[config.mk]
export PLATFORM = sky130hd
export DESIGN_NAME = mc_sequencer_flat
export DESIGN_NICKNAME = d
export VERILOG_FILES = /design/src/rtl/mc_sequencer_if.sv /design/src/rtl/mc_sequencer.sv /design/src/flat_wrapper.sv
export SDC_FILE = /design/constraint.sdc
export NUM_CORES = 1
export LEC_CHECK = 0
export ABC_CLOCK_PERIOD_IN_PS = 1900
export CAP_MARGIN = 25
export CORE_MARGIN = 2
export CORE_UTILIZATION = 31
export DETAILED_ROUTE_END_ITERATION = 6
export GPL_TIMING_DRIVEN = 0
export PLACE_DENSITY = 0.79
export SYNTH_ARGS = -nofsm -noshare
export SYNTH_HDL_FRONTEND = slang
export SYNTH_SLANG_ARGS = --single-unit
export TNS_END_PERCENT = 1
[constraint.sdc]
create_clock -name clk -period 1.9 [get_ports clk]
set_input_delay 0.285 -clock clk [delete_from_list [all_inputs] [get_ports clk]]
set_output_delay 0.285 -clock clk [all_outputs]
set_load 0.03 [all_outputs]
[src/rtl/mc_sequencer_if.sv]
// ---------------------------------------------------------------------------
// mc_sequencer_if -- control bus between the multi-cycle datapath and its
// sequencer.
//
// Parameters : CNT_W (performance counter width), OPW (opcode width)
// master     : datapath side; drives opcode/zero/imem_ready/dmem_ready/run,
//              observes state, strobes, pc_src and the counters.
// slave      : sequencer side (mc_sequencer).
// ---------------------------------------------------------------------------
interface mc_sequencer_if #(
    parameter int CNT_W = 32,
    parameter int OPW   = 6
);
    // datapath -> sequencer
    logic [OPW-1:0]   opcode;
    logic             zero;
    logic             imem_ready;
    logic             dmem_ready;
    logic             run;
    // sequencer -> datapath
    logic [2:0]       state;
    logic             pc_we;
    logic             ir_we;
    logic             reg_we;
    logic             link;
    logic             dmem_re;
    logic             dmem_we;
    logic [1:0]       pc_src;
    logic             instr_done;
    logic [CNT_W-1:0] cycle_cnt;
    logic [CNT_W-1:0] instr_cnt;

    modport master (
        output opcode, zero, imem_ready, dmem_ready, run,
        input  state, pc_we, ir_we, reg_we, link, dmem_re, dmem_we,
               pc_src, instr_done, cycle_cnt, instr_cnt
    );

    modport slave (
        input  opcode, zero, imem_ready, dmem_ready, run,
        output state, pc_we, ir_we, reg_we, link, dmem_re, dmem_we,
               pc_src, instr_done, cycle_cnt, instr_cnt
    );
endinterface

[src/rtl/mc_sequencer.sv]
// ---------------------------------------------------------------------------
// mc_sequencer -- multi-cycle CPU control sequencer.
//
// Walks each instruction through IF/ID/EXE/MEM/WB according to its opcode
// class and produces the datapath strobes for every cycle. All strobes are
// combinational in state, opcode, zero and the ready inputs.
//
// Ports:
//   clk   : clock, rising edge
//   clear : asynchronous active-high reset (state -> IF, counters -> 0)
//   bus   : mc_sequencer_if.slave (opcode/zero/ready/run in; state,
//           pc_we, ir_we, reg_we, link, dmem_re, dmem_we, pc_src,
//           instr_done, cycle_cnt, instr_cnt out)
//
// Parameters: CNT_W (8..64), OPW (>=6, encodings left-aligned), HALT_RESUME.
// Optional feature: define MC_PERF_CNT_EN to build the saturating cycle and
// instruction counters; otherwise the counter outputs are tied to zero.
// ---------------------------------------------------------------------------
module mc_sequencer #(
    parameter int CNT_W       = 32,
    parameter int OPW         = 6,
    parameter bit HALT_RESUME = 1'b0
) (
    input logic           clk,
    input logic           clear,
    mc_sequencer_if.slave bus
);

    typedef enum logic [2:0] {
        ST_IF   = 3'd0,
        ST_ID   = 3'd1,
        ST_EXE  = 3'd2,
        ST_MEM  = 3'd3,
        ST_WB   = 3'd4,
        ST_HALT = 3'd5
    } state_e;

    typedef enum logic [3:0] {
        C_NOP, C_ALU, C_LW, C_SW, C_BEQ, C_J, C_JR, C_JAL, C_HALT
    } cls_e;

    state_e     state_q, state_d;
    cls_e       cls;
    logic [5:0] op6;

    logic       pc_we, ir_we, reg_we, link, dmem_re, dmem_we, instr_done;
    logic [1:0] pc_src;

    // Only the top six opcode bits carry the class encoding.
    assign op6 = bus.opcode[OPW-1 -: 6];

    always_comb begin
        cls = C_NOP;
        case (op6)
            6'b000000, 6'b000001, 6'b000010,
            6'b010000, 6'b010001: cls = C_ALU;
            6'b110001:            cls = C_LW;
            6'b110000:            cls = C_SW;
            6'b110100:            cls = C_BEQ;
            6'b111000:            cls = C_J;
            6'b111001:            cls = C_JR;
            6'b111010:            cls = C_JAL;
            6'b111111:            cls = C_HALT;
            default:              cls = C_NOP;
        endcase
    end

    always_ff @(posedge clk or posedge clear) begin
        if (clear) state_q <= ST_IF;
        else       state_q <= state_d;
    end

    // 'fin' marks the last cycle of an instruction: PC update, done pulse,
    // and return to IF all happen together.
    always_comb begin
        logic fin;
        fin      = 1'b0;
        state_d  = state_q;
        ir_we    = 1'b0;
        reg_we   = 1'b0;
        link     = 1'b0;
        dmem_re  = 1'b0;
        dmem_we  = 1'b0;
        pc_src   = 2'b00;
        case (state_q)
            ST_IF: begin
                // opcode still holds the previous instruction here; ignore it
                if (bus.imem_ready && !clear) begin
                    ir_we   = 1'b1;
                    state_d = ST_ID;
                end
            end
            ST_ID: begin
                case (cls)
                    C_ALU, C_LW, C_SW, C_BEQ: state_d = ST_EXE;
                    C_HALT:                   state_d = ST_HALT;
                    C_J: begin
                        pc_src = 2'b11;
                        fin    = 1'b1;
                    end
                    C_JAL: begin
                        pc_src = 2'b11;
                        reg_we = 1'b1;
                        link   = 1'b1;
                        fin    = 1'b1;
                    end
                    C_JR: begin
                        pc_src = 2'b10;
                        fin    = 1'b1;
                    end
                    default: fin = 1'b1;
                endcase
            end
            ST_EXE: begin
                case (cls)
                    C_ALU:      state_d = ST_WB;
                    C_LW, C_SW: state_d = ST_MEM;
                    default: begin
                        // BEQ ends here; taken only on zero
                        if (cls == C_BEQ && bus.zero) pc_src = 2'b01;
                        fin = 1'b1;
                    end
                endcase
            end
            ST_MEM: begin
                dmem_re = (cls == C_LW);
                dmem_we = (cls == C_SW);
                if (bus.dmem_ready) begin
                    if (cls == C_LW) state_d = ST_WB;
                    else             fin     = 1'b1;
                end
            end
            ST_WB: begin
                reg_we = 1'b1;
                fin    = 1'b1;
            end
            ST_HALT: begin
                if (HALT_RESUME && bus.run) fin = 1'b1;
            end
            default: state_d = ST_IF;  // unused encodings 6/7 recover
        endcase
        if (fin) state_d = ST_IF;
        pc_we      = fin;
        instr_done = fin;
    end

    assign bus.state      = state_q;
    assign bus.pc_we      = pc_we;
    assign bus.ir_we      = ir_we;
    assign bus.reg_we     = reg_we;
    assign bus.link       = link;
    assign bus.dmem_re    = dmem_re;
    assign bus.dmem_we    = dmem_we;
    assign bus.pc_src     = pc_src;
    assign bus.instr_done = instr_done;

`ifdef MC_PERF_CNT_EN
    logic [CNT_W-1:0] cyc_q, ins_q;

    // Saturating counters; cycle_cnt freezes while halted.
    always_ff @(posedge clk or posedge clear) begin
        if (clear) begin
            cyc_q <= '0;
            ins_q <= '0;
        end else begin
            if (state_q != ST_HALT && cyc_q != '1) cyc_q <= cyc_q + CNT_W'(1);
            if (instr_done && ins_q != '1)          ins_q <= ins_q + CNT_W'(1);
        end
    end

    assign bus.cycle_cnt = cyc_q;
    assign bus.instr_cnt = ins_q;
`else
    assign bus.cycle_cnt = '0;
    assign bus.instr_cnt = '0;
`endif

endmodule
[src/flat_wrapper.sv]
// flat-port wrapper written by rule: the top's interface ports become plain ports
module mc_sequencer_flat 
#(
    parameter int CNT_W       = 32,
    parameter int OPW         = 6,
    parameter bit HALT_RESUME = 1'b0
)
  (clk, clear, bus_opcode, bus_zero, bus_imem_ready, bus_dmem_ready, bus_run, bus_state, bus_pc_we, bus_ir_we, bus_reg_we, bus_link, bus_dmem_re, bus_dmem_we, bus_pc_src, bus_instr_done, bus_cycle_cnt, bus_instr_cnt);
  mc_sequencer_if #(.CNT_W(CNT_W), .OPW(OPW)) bus_i ();
  input logic clk;
  input logic clear;
  input wire logic [$bits(bus_i.opcode)-1:0] bus_opcode;
  input wire logic [$bits(bus_i.zero)-1:0] bus_zero;
  input wire logic [$bits(bus_i.imem_ready)-1:0] bus_imem_ready;
  input wire logic [$bits(bus_i.dmem_ready)-1:0] bus_dmem_ready;
  input wire logic [$bits(bus_i.run)-1:0] bus_run;
  output wire logic [$bits(bus_i.state)-1:0] bus_state;
  output wire logic [$bits(bus_i.pc_we)-1:0] bus_pc_we;
  output wire logic [$bits(bus_i.ir_we)-1:0] bus_ir_we;
  output wire logic [$bits(bus_i.reg_we)-1:0] bus_reg_we;
  output wire logic [$bits(bus_i.link)-1:0] bus_link;
  output wire logic [$bits(bus_i.dmem_re)-1:0] bus_dmem_re;
  output wire logic [$bits(bus_i.dmem_we)-1:0] bus_dmem_we;
  output wire logic [$bits(bus_i.pc_src)-1:0] bus_pc_src;
  output wire logic [$bits(bus_i.instr_done)-1:0] bus_instr_done;
  output wire logic [$bits(bus_i.cycle_cnt)-1:0] bus_cycle_cnt;
  output wire logic [$bits(bus_i.instr_cnt)-1:0] bus_instr_cnt;
  assign bus_i.opcode = bus_opcode;
  assign bus_i.zero = bus_zero;
  assign bus_i.imem_ready = bus_imem_ready;
  assign bus_i.dmem_ready = bus_dmem_ready;
  assign bus_i.run = bus_run;
  assign bus_state = bus_i.state;
  assign bus_pc_we = bus_i.pc_we;
  assign bus_ir_we = bus_i.ir_we;
  assign bus_reg_we = bus_i.reg_we;
  assign bus_link = bus_i.link;
  assign bus_dmem_re = bus_i.dmem_re;
  assign bus_dmem_we = bus_i.dmem_we;
  assign bus_pc_src = bus_i.pc_src;
  assign bus_instr_done = bus_i.instr_done;
  assign bus_cycle_cnt = bus_i.cycle_cnt;
  assign bus_instr_cnt = bus_i.instr_cnt;
  mc_sequencer #(.CNT_W(CNT_W), .OPW(OPW), .HALT_RESUME(HALT_RESUME)) u_core (.clk(clk), .clear(clear), .bus(bus_i));
endmodule
== Yosys cells after proc, flatten, opt, wreduce, memory -nomap -nowiden ==
Index checks and enable logic that the tools add are counted.
Storage, ports and cells
  bits in registers: 3
  bits of input ports: 12
  output and inout bits: 76
  word-level logic and storage cells: 68
Cells by class
  eq/ne operators: 30
  muxes and demuxes: 24
  reductions and logical operators: 13
Operator list (count)
  $eq 6x6->1 const B: 7
  $pmux 4 s8: 1
  $eq 4x3->1 const B: 4
  $pmux 3 s5: 1
  $eq 6x5->1 const B: 2
  $mux 3: 4
  $pmux 3 s2: 2
  $mux 1: 11
  $reduce_or 5->1: 2
  $eq 4x2->1 const B: 2
  $ne 4x2->1 const B: 2
  $pmux 2 s2: 2
  $eq 3x2->1 const B: 2
  $eq 3x3->1 const B: 2
  $eq 6x1->1 const B: 1
  $eq 6x2->1 const B: 1
  $logic_not 6->1: 1
  $ne 3x2->1 const B: 2
  $reduce_and 6->1: 1
  $reduce_or 2->1: 3
  $eq 4x1->1 const B: 1
  $eq 4x4->1 const B: 1
  $pmux 1 s4: 1
  $reduce_or 4->1: 1
  other kinds (9): 10

== Logic depth before layout (Yosys ltp) ==
Gate-level depths: netlist of the first run.
  word-level depth: 9
  gate-level depth with buffers: 7
  gate-level depth less buffers: 5

== Worst setup path before layout of the first run ==
Ideal clock, no wire load.
  path kind: reg2out
  start point: reg u_core.state_q[0], in the netlist u_core.bus.state[0]
  end point: out bus_link
  data arrival time: 1.918 ns
  required time: 1.615 ns
  path slack: -0.303 ns
  stages on the path, launching flop included: 7
  path buffers: 1
  cell sequence: dfrtp_1 > buf_2 > nor2b_1 > nor3b_1 > o21ai_1 > or2_4 > nor2_1
On the way
  cells in the longest elaborated chain, start to end: 2
Ends and longest elaborated chain
  start, declared: line mc_sequencer.sv:42  | state_e state_q, state_d;
  start signal, assigned: line mc_sequencer.sv:70  | else state_q <= state_d;
  $eq 3x1->1: line mc_sequencer.sv:85  | case (state_q)
  $mux 1: line mc_sequencer.sv:85
  end, declared: line flat_wrapper.sv:21  | output wire logic [$bits(bus_i.link)-1:0] bus_link;
Every way passes these cells.

== Final worst setup path of the first run ==
  start point: in bus_opcode[5]
  end point: out bus_reg_we
On the way
  cells in the longest elaborated chain, start to end: 6
  elaborated cells between the ends (all ways): 17
  classes of those cells: 12 x eq/ne; 3 x mux; 2 x reduce/logical
Ends and longest elaborated chain
  start, declared: line flat_wrapper.sv:12  | input wire logic [$bits(bus_i.opcode)-1:0] bus_opcode;
  $eq 6x1->1, or another cell as far along: line mc_sequencer.sv:54  | case (op6)
  $reduce_or 5->1: line mc_sequencer.sv:54
  $pmux 4 s8 *: line mc_sequencer.sv:54
  $eq 4x3->1 *: line mc_sequencer.sv:94  | case (cls)
  $mux 1 *: line mc_sequencer.sv:94
  $pmux 1 s2 *: line mc_sequencer.sv:85
  end, declared: line flat_wrapper.sv:20  | output wire logic [$bits(bus_i.reg_we)-1:0] bus_reg_we;
Every way passes the cells marked *; elsewhere a longest branch is shown, timed or not.

==> results.py, run 1 <==
metrics = {
    "global_route": {
        "antenna_found_initial": 0,
        "grt_pass1_wl_um": 3125,
        "grt_max_degree": 11,
        "grt_busiest_layer": "met2",
        "grt_pass1_vias": 781,
        "met2_usage_pct": 20.81,
        "grt_remaining_overflow": 0,
        "use_met3_pct": 3.463,
        "gr-usage-all-layers_pct": 10.91,
        "grt_use_met1_pct": 11.82,
    },
    "die": {
        "core.rowCount": 20,
        "coreArea_um2": 3003,
        "die_w_um": 59.93,
        "start_util_pct": 32.29,
        "die_y_um": 59.93,
        "io_pins": 88,
        "die-area_um2": 3592,
    },
    "yosys": {
        "syn_inst": 136,
        "netlist.area_leader.share_pct": 50.32,
        "synth_area_leaders": "buf_4 (50%), dfrtp_1 (7.7%), nor2_1 (3.9%), nor2b_1 (3.2%), nand2_1 (2.7%)",
        "synth-edff-count": 0,
        "ys_ff_latch": 3,
        "synth_top_cells_by_count": "buf_4 (65), nor2_1 (10), nand2_1 (7)",
        "synth_cell_types": 34,
        "async_flop_share_pct": 100.0,
        "synth.largest_area_cell": "buf_4",
        "synth_ff_type": "dfrtp_1",
        "synth.most_common_cell": "buf_4",
        "seq_area_frac_synth_pct": 7.742,
        "syn_area_per_cell_um2": 7.130,
        "ys.warnings.count": 0,
        "syn_area_um2": 969.7,
    },
    "clock_tree": {
        "cts-buffers-inserted": 3,
        "cts_tree": "done",
        "clkTransAtPathRegs_ns": 0.04,
        "clockBufferDepth": 2,
        "cts.sinks": 3,
        "cts_hold_repair.buffers": 0,
        "clk_latency_ns": 0.24,
        "htreeDepth": 1,
        "cts_root_buffer": "clkbuf_4",
    },
    "place": {
        "post-place-cells": 252,
        "place_congestion": 0.7704,
        "place.port_buffers": 20,
        "placed_area_um2": 1469,
        "dpl.hpwl_um": 1648,
    },
    "timing": {
        "fmax_mhz": 521.2,
        "setup_violations": 2,
        "fin_crit_ns": 1.919,
        "hold_viol_final": 0,
        "final.period_utilization_pct": 101.0,
        "hold_ws_ns": 0.2298,
        "skew_ns": 0.002640,
        "slew_viol_final": 0,
        "setup_ws_ns": -0.01862,
        "grt_setup_unrepaired": "true",
    },
    "layout": {
        "fillers": 286,
        "drive_above_1_share_pct": 49.57,
        "final_nets": 243,
        "multi_input_area_um2": 709.4,
        "area_delta_synth_final_pct": 66.71,
        "post-route-util_pct": 53.83,
        "regArea_um2": 77.57,
        "insertedDiodeCount": 0,
        "largest_reg_flops": 3,
        "final_area_um2": 1617,
        "fin_cells": 263,
    },
    "setup_path": {
        "timing.rr.end": "u_core.bus.state[2]",
        "crit_type": "input port to output pin",
        "crit_path_max_fanout": 5,
        "cp.arrival_ns": 1.63,
        "worst_r2r_path_depth": 5,
        "required_ns": 1.62,
        "cp-startpoint": "bus_opcode[5]",
        "critPathCaptureType": "output pin",
        "startpoint_type": "input port",
        "reg2reg_slack_ns": 0.39,
        "rr_startpoint": "u_core.bus.state[0]",
    },
    "drt": {
        "drt_drc_violations_left": 0,
        "drt_iter0_drc": 33,
        "wl_per_cell_um": 8.392,
        "via_count": 974,
        "viasPerCell": 3.703,
        "dr.pass1.iters": 4,
        "ant_nets": 0,
        "routed_wl_um": 2207,
    },
    "outcome": {
        "status": "complete, but fails checks",
        "violations": "negative setup slack",
    },
    "pwr": {
        "power.density_nw_per_um2": 798.3,
        "p_leak_nw": 0.9245,
        "power.total_w": 0.001290,
        "peakVddDrop_v": 0.0004381,
    },
    "min_path": {
        "holdCritPathClass": "input port to asynchronous set/reset pin",
    },
    "run": {
        "maxCapViolCount": 0,
    },
}
-- stage by stage --
step / setup TNS [ns] / setup WS (ns)
5_1_grt: -0.2149 / -0.07049
3_5_place_dp: -7.219 / -0.9869
6_report: -0.02783 / -0.01862
2_1_floorplan: -0.3775 / -0.09377
3_3_place_gp: -7.183 / -0.9698
4_1_cts: -0.7412 / -0.1673
-- area by class of cell --
cell class	instances	area share (%)
multi-input combinational	124	43.89
buffer	68	32.04
timing repair buffer	29	14.63
sequential	3	4.799
tap	33	2.554
clock buffer	4	1.625
inverter	2	0.4644
-- routing by layer --
metal / part of all wire, % / wire (um)
met3: 10 / 220
met5: 0 / 0
met1: 35 / 762
met4: 0 / 0
met2: 55 / 1223
-- report_power, final --
| part | total [W] | internal, W | leakage [nW] | switching (W) |
|---|---|---|---|---|
| registers | 0.000127 | 0.0000914 | 0.0369 | 0.0000355 |
| clock network | 0.000114 | 0.0000788 | 0.0150 | 0.0000349 |
| logic | 0.00105 | 0.000465 | 0.873 | 0.000585 |
| total | 0.00129 | 0.000635 | 0.924 | 0.000656 |
-- critical path, stage by stage --
cell and delay [ns]:
buf_2 0.13, nor2b_4 0.14, a2111o_1 0.35, a21o_1 0.20, or2_4 0.27, o21bai_4 0.12
buf_6 0.14
-- worst max-delay path by stage --
stage,end,slack [ns],cells after the start
after CTS,bus_reg_we,-0.17,7
after detailed placement,bus_pc_we,-0.99,8
after floorplan,bus_ir_we,-0.09,2
after global placement,bus_pc_we,-0.97,8
final,bus_reg_we,-0.02,7
after global routing,bus_reg_we,-0.07,6
-- repair_timing --
| action | CTS | global route |
|---|---|---|
| resized for setup | 60 | 28 |
| cloned | 0 | 0 |
| pin swaps | 5 | 4 |
| setup buffers | 2 | 7 |
| endpoints found under the setup margin | 9 | 9 |
-- kinds of logic (layout without fill, tap and decap cells) --
kind of cell | after synthesis | count (layout) | synth area share, %
buffers and inverters | 72 | 103 | 54.07
and+or+nand+nor | 42 | 42 | 24.26
AOI/OAI and AO/OA | 17 | 17 | 12.65
DFF | 3 | 3 | 7.742
other | 1 | 64 | 0.3867
xor gates and xnor gates | 1 | 1 | 0.9034
-- placed cells by master (no fill, tap or decap), types with 2 or more instances in the layout --
cell | synthesis | routed
nand2_2 | 0 | 2
a21oi_1 | 3 | 2
nor3b_2 | 0 | 2
nor4_1 | 4 | 2
o21ai_1 | 2 | 2
dfrtp_2 | 0 | 2
conb_1 | 1 | 64
clkbuf_4 | 0 | 5
clkdlybuf4s15_2 | 0 | 2
buf_4 | 65 | 74
nor2_1 | 10 | 8
nand2b_1 | 3 | 3
a22o_1 | 2 | 2
nor4_2 | 1 | 2
clkbuf_2 | 0 | 3
a31oi_1 | 2 | 2
nand2_1 | 7 | 5
clkdlybuf4s50_1 | 0 | 7
buf_2 | 2 | 4
o21ai_0 | 2 | 2
inv_1 | 2 | 2
nor2b_4 | 0 | 3
buf_6 | 1 | 5
nand3_1 | 3 | 3
Note: power is estimated with default switching activity, not from simulation.
==> inputs of run 2 (changes only) <==
--- a/config.mk
+++ b/config.mk
@@ -5,13 +5,13 @@
 export SDC_FILE = /design/constraint.sdc
 export NUM_CORES = 1
 export LEC_CHECK = 0
-export ABC_CLOCK_PERIOD_IN_PS = 1900
+export ABC_CLOCK_PERIOD_IN_PS = 1700
 export CAP_MARGIN = 25
 export CORE_MARGIN = 2
-export CORE_UTILIZATION = 31
+export CORE_UTILIZATION = 28
 export DETAILED_ROUTE_END_ITERATION = 6
 export GPL_TIMING_DRIVEN = 0
-export PLACE_DENSITY = 0.79
+export PLACE_DENSITY = 0.75
 export SYNTH_ARGS = -nofsm -noshare
 export SYNTH_HDL_FRONTEND = slang
 export SYNTH_SLANG_ARGS = --single-unit
==> constraint.sdc (replaced) <==
create_clock -name clk -period 1.7 [get_ports clk]
set_input_delay 0.255 -clock clk [delete_from_list [all_inputs] [get_ports clk]]
set_output_delay 0.255 -clock clk [all_outputs]
set_load 0.03 [all_outputs]
==> run 2 against run 1 <==
The run still ends with negative setup slack left. Register-to-register slack got worse by 0.33 ns. Utilization decreased by 2.8 points. Non-clock buffer count up 4. Flip-flop and latch count unchanged. First-iteration DRC count is 18% higher. Sequential share of layout area decreased by 0.32 points. Clock power up 12%. Count of clock-buffer cells in the layout is the same. Combinational power up 18%. Critical path depth did not move. Wire length up 2.7%. Highest routed layer unchanged.
==> results.py, run 2 (synthesized netlist as in run 1, its figures left out) <==
metrics = {
    "layout": {
        "area_delta_synth_final_pct": 75.61,
        "insertedDiodeCount": 0,
        "regArea_um2": 76.32,
        "fin_cells": 280,
        "multi_input_area_um2": 734.5,
        "largest_reg_flops": 3,
        "final_common_cell": "buf_4",
        "final_nets": 247,
        "drive_above_1_share_pct": 50.85,
        "mostFrequentLayoutCells": "buf_4 (80), conb_1 (64), nor2_1 (8), clkdlybuf4s50_1 (6)",
        "fillers": 352,
    },
    "setup_path": {
        "crit_cells": 7,
        "cp-endpoint": "bus_reg_we",
        "crit_family": "simple AND/OR/NAND/NOR gates",
        "startpoint_type": "register",
        "cp.arrival_ns": 1.68,
        "cp_slowest_cell": "dfrtp_1",
        "reg2reg_slack_ns": 0.06,
        "crit_path_max_fanout": 4,
        "path_cells": "clkbuf_8, nor2b_4, nor3b_2, o21ai_1, or2_4, o21bai_4, buf_6",
        "timing.rr.end": "u_core.bus.state[2]",
        "slowest_delay_ns": 0.39,
        "rr_startpoint": "u_core.bus.state[1]",
        "critPathCaptureType": "output pin",
        "required_ns": 1.44,
        "cp-startpoint": "u_core.bus.state[1]",
        "worst_r2r_path_depth": 8,
        "worst-path-buf-inv": 2,
        "crit_type": "register to output pin",
    },
    "outcome": {
        "status": "complete, but fails checks",
        "violations": "negative setup slack",
    },
    "timing": {
        "fmax_mhz": 517.8,
        "setup_violations": 7,
        "fin_crit_ns": 1.931,
        "setup_ws_ns": -0.2314,
        "hold_ws_ns": 0.2018,
        "grt_setup_unrepaired": "true",
        "slew_viol_final": 0,
        "hold_viol_final": 0,
        "skew_ns": 0.0007438,
        "final.period_utilization_pct": 113.6,
    },
    "clock_tree": {
        "cts.sinks": 3,
        "cts-buffers-inserted": 3,
        "htreeDepth": 1,
        "clkTransAtPathRegs_ns": 0.04,
        "cts_tree": "done",
        "clockBufferDepth": 2,
        "cts_root_buffer": "clkbuf_4",
        "cts_hold_repair.buffers": 0,
        "clk_latency_ns": 0.23,
    },
    "die": {
        "die_w_um": 62.85,
        "start_util_pct": 29.06,
        "core.rowCount": 21,
        "coreArea_um2": 3337,
        "die_y_um": 62.85,
        "die-area_um2": 3950,
        "io_pins": 88,
    },
    "pwr": {
        "power.density_nw_per_um2": 876.7,
        "intPower_w": 0.0007382,
        "switchingPower_w": 0.0007547,
        "peakVddDrop_v": 0.0008631,
        "seq_power_share_pct": 8.6,
        "p_clk_share_pct": 8.6,
        "p_leak_nw": 0.9555,
        "netSwitchingFraction_pct": 50.55,
        "power_frac_comb_pct": 82.8,
    },
    "global_route": {
        "gr-usage-all-layers_pct": 10.63,
        "antenna_found_initial": 0,
        "grt_max_degree": 11,
        "grt_remaining_overflow": 0,
        "grt_pass1_vias": 855,
        "grt_pass1_wl_um": 3512,
    },
    "place": {
        "place_congestion": 0.7600,
        "post-place-cells": 265,
        "dpl.hpwl_um": 1659,
        "place.port_buffers": 20,
    },
    "drt": {
        "routed_wl_um": 2266,
        "via_count": 997,
        "drt_drc_violations_left": 0,
        "ant_nets": 0,
        "dr.pass1.iters": 4,
        "wl_per_cell_um": 8.093,
        "drt_iter0_drc": 39,
        "viasPerCell": 3.561,
    },
    "min_path": {
        "holdCritPathClass": "input port to asynchronous set/reset pin",
    },
    "run": {
        "maxCapViolCount": 0,
    },
}
==> run 2: changes by cell type in the layout (fill, tap and decap cells not counted), sizes merged <==
cell / previous run / this run
dlygate4sd2: 0 / 1
clkdlybuf4s50: 7 / 6
buf: 83 / 90
clkbuf: 9 / 6
==> run 2: worst reg2reg max path: cells and delay by family, from the launching register on <==
kind	cells	cell delay, ns
buffers and inverters	4	0.54
DFF	1	0.39
and+or+nand+nor	3	0.35
AOI/OAI and AO/OA	1	0.24
==> run 2: power groups by stage <==
| stage | logic [W] | registers (W) | clock network [W] |
|---|---|---|---|
| CTS | 0.00119 | 0.000126 | 0.000133 |
| finish | 0.00124 | 0.000129 | 0.000128 |
| detailed placement | 0.00102 | 0.000117 | 0 |
| global route | 0.00131 | 0.000132 | 0.000141 |
| global placement | 0.00102 | 0.000116 | 0 |
| floorplan | 0.000731 | 0.000168 | 0 |
==> run 2: final cells by class <==
type / count / area share [%]
Multi-Input combinational cell: 124 / 43.13
Inverter: 2 / 0.4409
Sequential cell: 3 / 4.482
Clock buffer: 4 / 1.543
Timing Repair Buffer: 32 / 15.80
Tap cell: 46 / 3.380
Buffer: 69 / 31.23
==> run 2: metal layers <==
layer | part of all wire [%] | track usage, % | wire (um)
met1 | 39 | 10.97 | 874
met3 | 11 | 3.243 | 241
met2 | 51 | 21.51 | 1151
met5 | 0 | 0 | 0
met4 | 0 | 0.8333 | 0
==> run 2: repair_timing <==
item                       in CTS  in global routing
setup endpoints to repair      11                  9
buffers inserted               12                  0
gates resized for setup        95                  4
pin swaps                       5                  0
==> run 2: through the flow <==
stage	utilization (%)	instance area [um^2]	setup slack, ns	setup TNS, ns	power, W
final	51.03	1703	-0.2314	-1.092	0.001493
after global routing	51.03	1703	-0.2868	-1.608	0.001583
after CTS	50.39	1682	-0.1866	-0.8950	0.001448
after detailed placement	44.51	1485	-1.105	-8.866	0.001135
after global placement	44.51	1485	-1.112	-8.783	0.001136
after floorplan	-	1227	-0.2638	-1.419	0.0008994
==> run 2: worst min path at each step <==
stage | endpoint | slack [ns] | cells after the start
global placement | u_core.bus.state[2] | 0.44 | 2
finish | u_core.bus.state[0] | 0.20 | 2
detailed placement | u_core.bus.state[2] | 0.44 | 2
CTS | u_core.bus.state[0] | 0.19 | 2
global route | u_core.bus.state[2] | 0.23 | 2
floorplan | u_core.bus.state[1] | 0.02 | 1
